<file path="config.mk">
export PLATFORM = sky130hd
export DESIGN_NAME = diff_pulse_trigger_flat
export DESIGN_NICKNAME = d
export VERILOG_FILES = /design/src/rtl/diff_pulse_trigger_if.sv /design/src/rtl/diff_pulse_trigger.sv /design/src/flat_wrapper.sv
export SDC_FILE = /design/constraint.sdc
export NUM_CORES = 2
export LEC_CHECK = 0
export BUFFER_PORTS_ARGS = -buffer_cell sky130_fd_sc_hd__buf_2
export CAP_MARGIN = 40
export CORE_AREA = 2 2 296 298
export DETAILED_ROUTE_END_ITERATION = 8
export DIE_AREA = 0 0 298 300
export GPL_TIMING_DRIVEN = 0
export PLACE_DENSITY = 0.64
export SLEW_MARGIN = 5
export SYNTH_ARGS = -nofsm -noshare
export SYNTH_HDL_FRONTEND = slang
export SYNTH_SLANG_ARGS = --single-unit
</file>
<file path="constraint.sdc">
create_clock -name clk -period 3.3 [get_ports clk]
set_input_delay 0.33 -clock clk [delete_from_list [all_inputs] [get_ports clk]]
set_output_delay 0.33 -clock clk [all_outputs]
set_load 0.02 [all_outputs]
</file>
<file path="src/rtl/diff_pulse_trigger_if.sv">
// Event handshake bundle between the pulse trigger (master) and the event packer (slave).
// The payload is held stable by the master while event_valid is high and event_ready is low.
interface diff_pulse_trigger_if #(
    parameter int NUM_CHANNELS = 16,
    parameter int DATA_WIDTH   = 20,
    parameter int TS_WIDTH     = 48
);
    localparam int LANE_W = (NUM_CHANNELS > 1) ? $clog2(NUM_CHANNELS) : 1;

    logic                  event_valid;
    logic                  event_ready;
    logic [TS_WIDTH-1:0]   event_ts;
    logic [LANE_W-1:0]     event_lane;
    logic [DATA_WIDTH-1:0] event_peak;

    modport master (
        output event_valid,
        output event_ts,
        output event_lane,
        output event_peak,
        input  event_ready
    );

    modport slave (
        input  event_valid,
        input  event_ts,
        input  event_lane,
        input  event_peak,
        output event_ready
    );
endinterface

</file>
<file path="src/rtl/diff_pulse_trigger.sv">
// Rising-crossing trigger on the difference bus with windowed peak search of the minuend; two stages.
// Never stalls upstream: beats arriving while an event is pending are tracked but cannot trigger.
module diff_pulse_trigger #(
    parameter int NUM_CHANNELS = 16,
    parameter int DATA_WIDTH   = 20,
    parameter int TS_WIDTH     = 48,
    parameter int PEAK_WINDOW  = 8,
    parameter int HOLDOFF      = 4
) (
    input  logic                             clk,
    input  logic                             rst_n,
    input  logic                             valid_in,
    input  logic [NUM_CHANNELS*DATA_WIDTH-1:0] diff_in,
    input  logic [NUM_CHANNELS*DATA_WIDTH-1:0] data_in,
    input  logic [DATA_WIDTH-1:0]            threshold,
    input  logic                             enable,
    diff_pulse_trigger_if.master             ev,
    output logic                             busy,
    output logic [15:0]                      missed_cnt
);
    localparam int LANE_W = (NUM_CHANNELS > 1) ? $clog2(NUM_CHANNELS) : 1;
    localparam int WIN_W  = $clog2(PEAK_WINDOW + 1);
    localparam int HOLD_W = (HOLDOFF > 0) ? $clog2(HOLDOFF + 1) : 1;

    typedef enum logic [1:0] {
        IDLE = 2'd0,
        PEAK = 2'd1,
        EMIT = 2'd2,
        HOLD = 2'd3
    } state_t;

    // ---------------- stage 1: compare, crossing, lane maxima ----------------
    logic [NUM_CHANNELS-1:0]       f_d;
    logic [NUM_CHANNELS-1:0]       cross_d;
    logic [LANE_W-1:0]             lane_d;
    logic signed [DATA_WIDTH-1:0]  smax_d [NUM_CHANNELS];
    logic signed [DATA_WIDTH-1:0]  tail_d;

    logic [TS_WIDTH-1:0]           cnt_q;
    logic                          prev_f_q;
    logic                          s1_vld_q;
    logic                          s1_any_q;
    logic                          s1_en_q;
    logic [LANE_W-1:0]             s1_lane_q;
    logic [TS_WIDTH-1:0]           s1_ts_q;
    logic signed [DATA_WIDTH-1:0]  s1_tail_q;
    logic signed [DATA_WIDTH-1:0]  s1_full_q;

    always_comb begin
        f_d    = '0;
        lane_d = '0;
        for (int k = 0; k < NUM_CHANNELS; k++) begin
            f_d[k] = $signed(diff_in[k*DATA_WIDTH +: DATA_WIDTH]) > $signed(threshold);
        end
        // lane 0 compares against the last lane of the previous valid beat
        cross_d = f_d & ~{f_d[NUM_CHANNELS-2:0], prev_f_q};
        for (int k = NUM_CHANNELS - 1; k >= 0; k--) begin
            if (cross_d[k]) lane_d = LANE_W'(k);
        end
        smax_d[NUM_CHANNELS-1] = $signed(data_in[(NUM_CHANNELS-1)*DATA_WIDTH +: DATA_WIDTH]);
        for (int k = NUM_CHANNELS - 2; k >= 0; k--) begin
            smax_d[k] = ($signed(data_in[k*DATA_WIDTH +: DATA_WIDTH]) >= smax_d[k+1])
                      ? $signed(data_in[k*DATA_WIDTH +: DATA_WIDTH]) : smax_d[k+1];
        end
        tail_d = smax_d[lane_d];
    end

    always_ff @(posedge clk or negedge rst_n) begin
        if (!rst_n) begin
            cnt_q     <= '0;
            prev_f_q  <= 1'b0;
            s1_vld_q  <= 1'b0;
            s1_any_q  <= 1'b0;
            s1_en_q   <= 1'b0;
            s1_lane_q <= '0;
            s1_ts_q   <= '0;
            s1_tail_q <= '0;
            s1_full_q <= '0;
        end else begin
            s1_vld_q <= valid_in;
            if (valid_in) begin
                cnt_q     <= cnt_q + TS_WIDTH'(NUM_CHANNELS);
                prev_f_q  <= f_d[NUM_CHANNELS-1];
                s1_any_q  <= |cross_d;
                s1_en_q   <= enable;
                s1_lane_q <= lane_d;
                s1_ts_q   <= cnt_q + TS_WIDTH'(lane_d);
                s1_tail_q <= tail_d;
                s1_full_q <= smax_d[0];
            end
        end
    end

    // ---------------- stage 2: trigger FSM ----------------
    state_t                        state_q;
    logic [WIN_W-1:0]              win_q;
    logic [HOLD_W-1:0]             hold_q;
    logic                          ev_vld_q;
    logic                          busy_q;
    logic [TS_WIDTH-1:0]           ts_q;
    logic [LANE_W-1:0]             lane_q;
    logic signed [DATA_WIDTH-1:0]  peak_q;
    logic [15:0]                   missed_q;
    logic                          trig_ok;

    assign trig_ok = (state_q == IDLE) && s1_en_q;

    always_ff @(posedge clk or negedge rst_n) begin
        if (!rst_n) begin
            state_q  <= IDLE;
            win_q    <= '0;
            hold_q   <= '0;
            ev_vld_q <= 1'b0;
            busy_q   <= 1'b0;
            ts_q     <= '0;
            lane_q   <= '0;
            peak_q   <= '0;
            missed_q <= '0;
        end else begin
            if (s1_vld_q && s1_any_q && !trig_ok && (missed_q != 16'hFFFF)) begin
                missed_q <= missed_q + 16'd1;
            end
            case (state_q)
                IDLE: begin
                    if (s1_vld_q && s1_en_q && s1_any_q) begin
                        ts_q   <= s1_ts_q;
                        lane_q <= s1_lane_q;
                        peak_q <= s1_tail_q;
                        busy_q <= 1'b1;
                        win_q  <= WIN_W'(PEAK_WINDOW - 1);
                        if (PEAK_WINDOW == 1) begin
                            state_q  <= EMIT;
                            ev_vld_q <= 1'b1;
                        end else begin
                            state_q <= PEAK;
                        end
                    end
                end
                PEAK: begin
                    if (s1_vld_q) begin
                        if (s1_full_q > peak_q) peak_q <= s1_full_q;
                        win_q <= win_q - WIN_W'(1);
                        if (win_q == WIN_W'(1)) begin
                            state_q  <= EMIT;
                            ev_vld_q <= 1'b1;
                        end
                    end
                end
                EMIT: begin
                    if (ev_vld_q && ev.event_ready) begin
                        ev_vld_q <= 1'b0;
                        hold_q   <= HOLD_W'(HOLDOFF);
                        if (HOLDOFF == 0) begin
                            state_q <= IDLE;
                            busy_q  <= 1'b0;
                        end else begin
                            state_q <= HOLD;
                        end
                    end
                end
                HOLD: begin
                    if (s1_vld_q) begin
                        hold_q <= hold_q - HOLD_W'(1);
                        if (hold_q == HOLD_W'(1)) begin
                            state_q <= IDLE;
                            busy_q  <= 1'b0;
                        end
                    end
                end
                default: begin
                    state_q  <= IDLE;
                    busy_q   <= 1'b0;
                    ev_vld_q <= 1'b0;
                end
            endcase
        end
    end

    assign ev.event_valid = ev_vld_q;
    assign ev.event_ts    = ts_q;
    assign ev.event_lane  = lane_q;
    assign ev.event_peak  = peak_q;
    assign busy           = busy_q;
    assign missed_cnt     = missed_q;
endmodule

</file>
<file path="src/flat_wrapper.sv">
// flat-port wrapper written by rule: the top's interface ports become plain ports
module diff_pulse_trigger_flat 
#(
    parameter int NUM_CHANNELS = 16,
    parameter int DATA_WIDTH   = 20,
    parameter int TS_WIDTH     = 48,
    parameter int PEAK_WINDOW  = 8,
    parameter int HOLDOFF      = 4
)
  (clk, rst_n, valid_in, diff_in, data_in, threshold, enable, busy, missed_cnt, ev_event_valid, ev_event_ts, ev_event_lane, ev_event_peak, ev_event_ready);
  diff_pulse_trigger_if #(.NUM_CHANNELS(NUM_CHANNELS), .DATA_WIDTH(DATA_WIDTH), .TS_WIDTH(TS_WIDTH)) ev_i ();
  input  logic clk;
  input  logic rst_n;
  input  logic valid_in;
  input  logic [NUM_CHANNELS*DATA_WIDTH-1:0] diff_in;
  input  logic [NUM_CHANNELS*DATA_WIDTH-1:0] data_in;
  input  logic [DATA_WIDTH-1:0] threshold;
  input  logic enable;
  output logic busy;
  output logic [15:0] missed_cnt;
  output wire logic [$bits(ev_i.event_valid)-1:0] ev_event_valid;
  output wire logic [$bits(ev_i.event_ts)-1:0] ev_event_ts;
  output wire logic [$bits(ev_i.event_lane)-1:0] ev_event_lane;
  output wire logic [$bits(ev_i.event_peak)-1:0] ev_event_peak;
  input wire logic [$bits(ev_i.event_ready)-1:0] ev_event_ready;
  assign ev_event_valid = ev_i.event_valid;
  assign ev_event_ts = ev_i.event_ts;
  assign ev_event_lane = ev_i.event_lane;
  assign ev_event_peak = ev_i.event_peak;
  assign ev_i.event_ready = ev_event_ready;
  diff_pulse_trigger #(.NUM_CHANNELS(NUM_CHANNELS), .DATA_WIDTH(DATA_WIDTH), .TS_WIDTH(TS_WIDTH), .PEAK_WINDOW(PEAK_WINDOW), .HOLDOFF(HOLDOFF)) u_core (.clk(clk), .rst_n(rst_n), .valid_in(valid_in), .diff_in(diff_in), .data_in(data_in), .threshold(threshold), .enable(enable), .ev(ev_i), .busy(busy), .missed_cnt(missed_cnt));
endmodule
</file>
# After elaboration in Yosys (flattened, before gate mapping)
# Index checks and enable logic that the tools add are counted.
# word_totals
elab_cells	152
reg_bits	243
input_bits	665
out_inout_bits	90
# classes
n_reduce_logical	21
n_mux	59
n_addsub	5
n_eq_ne	13
n_lt_le_gt_ge	33
n_bitwise	3
# ops
op	count
$mux W20	20
$gt A20 B20 Y1	17
$ge A20 B20 Y1	15
$bmux W20 S4	1
$mux W4	18
$add A48 B4 Y48	1
$add A48 B5 Y48 const B	1
$pmux W20 S2	1
$add A16 B1 Y16 const B	1
$and A16 B16 Y16	1
$ne A16 B16 Y1 const B	1
$not A16 Y16	1
$reduce_or A16 Y1	1
$mux W2	6
$ne A2 B1 Y1 const B	6
$reduce_and A4 Y1	3
$pmux W2 S4	1
$pmux W4 S2	1
$reduce_bool A2 Y1	4
$logic_and A1 B1 Y1	7
$mux W1	6
$mux W3	2
$pmux W3 S2	1
$reduce_and A3 Y1	2
14 further kinds	16

# Logic depth before layout (Yosys ltp)
# depth
ltp_word	33
depth_mapped	235
depth_no_buf	216

# Worst setup path after synthesis
# No wires, ideal clock.
# synth_path
path_kind	input to register
from	in data_in[319]
to	reg u_core.s1_tail_q[0]
arrival_ns	41.480
path_slack_ns	-38.299
stages	218
setup_ns	0.119
required_time_ns	3.181
path_buffers	25
cell_sequence	inv_1 > ha_1 > nand4_2 > nor2_1 > or3_1 > o41a_2 > nor3_1 > buf_1 > clkbuf_1 > mux2i_1 > ha_1 > a21o_1 > a21o_1 > a21oi_1 > nor3_1 > nor3_1 > o31a_2 > xnor2_2 > [... 182 more ...] > o21ai_0 > nand2b_1 > a21oi_1 > nor2b_1 > o21ai_0 > nand2b_1 > a21oi_1 > or3_1 > o2111ai_1 > nor2_1 > a21oi_1 > nand2_1 > and3_1 > clkbuf_1 > a221oi_1 > o21ai_0 > o221ai_1 > o21ba_1
# synth_via
elab_chain_cells	33
# synth_lines
item	line_no	rtl
from (decl)	flat_wrapper.sv:16	input logic [NUM_CHANNELS*DATA_WIDTH-1:0] data_in;
$ge A20 B20 Y1	diff_pulse_trigger.sv:62	smax_d[k] = ($signed(data_in[k*DATA_WIDTH +: DATA_WIDTH]) >= smax_d[k+1])
$mux W20 (*)	diff_pulse_trigger.sv:63	? $signed(data_in[k*DATA_WIDTH +: DATA_WIDTH]) : smax_d[k+1];
$ge A20 B20 Y1	diff_pulse_trigger.sv:62	
$mux W20	diff_pulse_trigger.sv:63	
$ge A20 B20 Y1	diff_pulse_trigger.sv:62	
$mux W20	diff_pulse_trigger.sv:63	
$ge A20 B20 Y1	diff_pulse_trigger.sv:62	
$mux W20	diff_pulse_trigger.sv:63	
[... 16 more ...]	--	
$ge A20 B20 Y1	diff_pulse_trigger.sv:62	
$mux W20	diff_pulse_trigger.sv:63	
$ge A20 B20 Y1	diff_pulse_trigger.sv:62	
$mux W20	diff_pulse_trigger.sv:63	
$ge A20 B20 Y1	diff_pulse_trigger.sv:62	
$mux W20	diff_pulse_trigger.sv:63	
$bmux W20 S4 (*)	diff_pulse_trigger.sv:65	tail_d = smax_d[lane_d];
$mux W20 (not written as such) (*) (2 in a row)	diff_pulse_trigger.sv:65	
to (signal assigned)	diff_pulse_trigger.sv:88	s1_tail_q <= tail_d;
to (decl)	diff_pulse_trigger.sv:46	logic signed [DATA_WIDTH-1:0] s1_tail_q;
# Every way passes the cells marked *; elsewhere a longest branch is shown, timed or not. The select of a mux whose other input is x is not followed.
# A chain may end at the register's enable or synchronous reset.

# Worst setup path in the final report
# layout_path
from	in data_in[311]
to	reg u_core.s1_tail_q[0]
# The elaborated chain is that of the path after synthesis.

==> results.py <==
metrics = {
    "status": {
        "status": "complete, but fails checks",
        "violations": "negative setup slack",
    },
    "floorplan": {
        "fp.dieW_um": 298,
        "dieArea_um2": 89400,
        "ios": 755,
        "floorplan.die.height_um": 300,
        "core_area_um2": 86200,
        "start_util_pct": 37.5,
        "rows": 108,
    },
    "clock_tree": {
        "clock-sinks": 231,
        "clk_latency_ns": 0.53,
        "clock_path_buffers": 3,
        "cts_buffers": 24,
        "clockRootBuffer": "clkbuf_16",
        "cts_tree": "built",
        "clk_pin_slew_worst_paths_ns": 0.07,
        "cts_max_level": 1,
    },
    "worst_setup_path": {
        "crit_path_max_incr_delay_ns": 0.53,
        "start_kind": "input port",
        "critPathTopFamily": "compound AO/OA/AOI/OAI gates",
        "cp-end-kind": "flip-flop",
        "crit_arrival_ns": 37.39,
        "path_max_fanout": 10,
        "slowest_stage": "or4b_4",
        "crit_required_ns": 3.73,
        "timing.critical_path.mode_cell": "ha_1",
        "path_class": "in2reg",
        "path_buf_inv": 38,
    },
    "routing": {
        "routed_via_density": 5.95,
        "drc": 0,
        "drtPass1Iterations": 6,
        "drt-total-wl_mm": 158,
        "drt_iter0_markers": 3183,
        "wl_per_cell_um": 24.7,
        "vias": 37902,
        "drtAntennaViolNets": 0,
    },
    "logic_synthesis": {
        "synth_nets": 5254,
        "synthFlopType": "dfrtp_1",
        "yosysTopAreaCellShare_pct": 24.2,
        "ys_seq_elements": 231,
        "syn_inst": 3964,
        "synth_area_leaders": "ha_1 24%, dfrtp_1 18%, a21oi_1 5.8%",
        "ys_warn_count": 0,
        "synth_commonest_cells": "625 x ha_1, 375 x a21oi_1, 313 x nor2_1",
        "yosysUniqueCellTypes": 104,
        "synth.cell_area_um2": 32300,
        "synth_most_common_cell": "ha_1",
        "synth_top_area_cell": "ha_1",
        "postSynthAreaPerCell_um2": 8.15,
        "ys_seq_area_share_pct": 17.9,
        "synthArstFlopShare_pct": 100,
        "synth_edf_count": 0,
    },
    "job": {
        "cap_violations": 0,
    },
    "placement": {
        "dp_hpwl_mm": 125,
        "place_worst_setup_slack_ns": -38.94,
        "place_congestion": 1.01,
        "io_buffer_count": 747,
    },
    "global_route": {
        "gr-total-overflow": 0,
        "track_usage_pct": 32.9,
        "grt_pass1_wl_mm": 225,
        "grt_pass1_vias": 36553,
        "grt_max_degree": 109,
        "antenna_found_initial": 60,
    },
    "timing": {
        "setup_tns_ns": -1336.20,
        "max_freq_ghz": 0.0271,
        "tightestPinTransition_ns": 1.30,
        "hold_viol_final": 0,
        "drv_slew": 0,
        "finalCritPeriodShare_pct": 1120,
        "relSlewSlack_pct": 12.1,
        "grt_setup_unrepaired": "true",
        "setup_viol": 44,
        "clock_skew_ns": 0.0110,
        "setup_ws_ns": -33.67,
        "min_period_ns": 36.97,
    },
    "layout": {
        "fin_nets": 6454,
        "regArea_um2": 5780,
        "area_growth_pct": 47.9,
        "final_util_pct": 55.4,
        "final_layout_size_suffix_gt1_share_pct": 40.1,
        "multi_input_area_um2": 29600,
        "n_fill_cell": 7839,
    },
    "min_path": {
        "hp-class": "in2reg",
    },
}
==> state kept, by name, summed over array words and instances (netlist names), 2 cells and up <==
| name | cells |
|---|---|
| u_core.state_q | 2 |
| u_core.s1_ts_q | 48 |
| u_core.ev.event_ts | 45 |
| u_core.cnt_q | 44 |
| u_core.win_q | 4 |
| u_core.ev.event_peak | 20 |
| u_core.s1_tail_q | 20 |
| u_core.s1_full_q | 20 |
| u_core.hold_q | 3 |
| u_core.ev.event_lane | 3 |
| u_core.missed_cnt | 16 |
==> cell type report <==
class,instances,area share (%)
Sequential cell,231,12.1
Timing Repair Buffer,1177,16.3
Clock inverter,11,0.264
Buffer,151,2.76
Tap cell,1155,3.02
Clock buffer,32,1.43
Inverter,247,2.00
Antenna cell,38,0.199
Multi-Input combinational cell,3332,62.0
==> what timing repair did <==
item	4_1_cts	5_1_grt
resized for setup	538	326
hold buffers	2	0
endpoints found under the setup margin	46	70
buffers inserted	251	125
pin swaps	169	169
endpoints found under the hold margin	38	0
cloned	15	1
==> kinds of logic (layout without fill, tap and decap cells) <==
kind of cell | count (synthesis) | after routing | share of synthesized area (%)
AOI/OAI and AO/OA | 1143 | 1144 | 22.8
xor gates and xnor gates | 78 | 78 | 2.14
adders and majority gates | 626 | 626 | 24.2
buffers and inverters | 402 | 1618 | 4.73
DFF | 231 | 231 | 17.9
muxes | 265 | 265 | 8.89
other | 0 | 38 | 0
and+or+nand+nor | 1219 | 1219 | 19.3
==> layer usage <==
layer	wire (um)	vias to the layer above	track usage, %
met1	63000	18068	41.5
met5	322	-	0
met3	14600	560	7.44
met2	71100	1907	53.0
li1	-	17321	-
met4	8700	46	15.8
==> worst paths after layout <==
check                      slack, ns  cells past startpoint                      to        startpoint
setup / recovery              -33.67                    201     u_core.s1_tail_q[0]      data_in[311]
hold / removal                  0.07                      2          u_core.s1_en_q            enable
setup reg to reg               -0.50                     10    u_core.s1_tail_q[14]   u_core.prev_f_q
hold reg to reg                 0.48                      1        u_core.cnt_q[44]  u_core.cnt_q[44]
max in group asynchronous       1.80                      4     u_core.s1_tail_q[4]             rst_n
min in group asynchronous       0.27                      2  u_core.ev.event_ts[23]             rst_n
==> metrics by stage <==
step	hold slack, ns	instance area (um2)	cells
final	0.0654	47800	6374
after global routing	0.0566	47800	6358
after CTS	0.0505	45300	6206
after detailed placement	0.224	39600	5897
after global placement	0.461	39000	5866
after floorplan	0.0344	33800	3964
==> cell usage in the layout (no fill, tap or decap), types with 70 or more instances in the layout <==
cell type	netlist	final
ha_4	0	74
dfrtp_1	231	231
inv_1	247	214
o211ai_1	70	70
a21oi_2	2	97
nand4_1	156	156
nor2_1	313	263
mux2_2	151	137
o21ai_0	228	119
buf_4	5	365
a21oi_1	375	233
clkbuf_1	134	83
ha_1	625	547
nor2b_1	122	115
buf_2	1	740
a21o_1	109	109
nand2b_1	90	82
nand2_1	258	231
o21ai_1	9	78
Power is left out: the tool's default activity adds up to more than one toggle a clock period on the data nets, which glitch-free logic cannot reach.
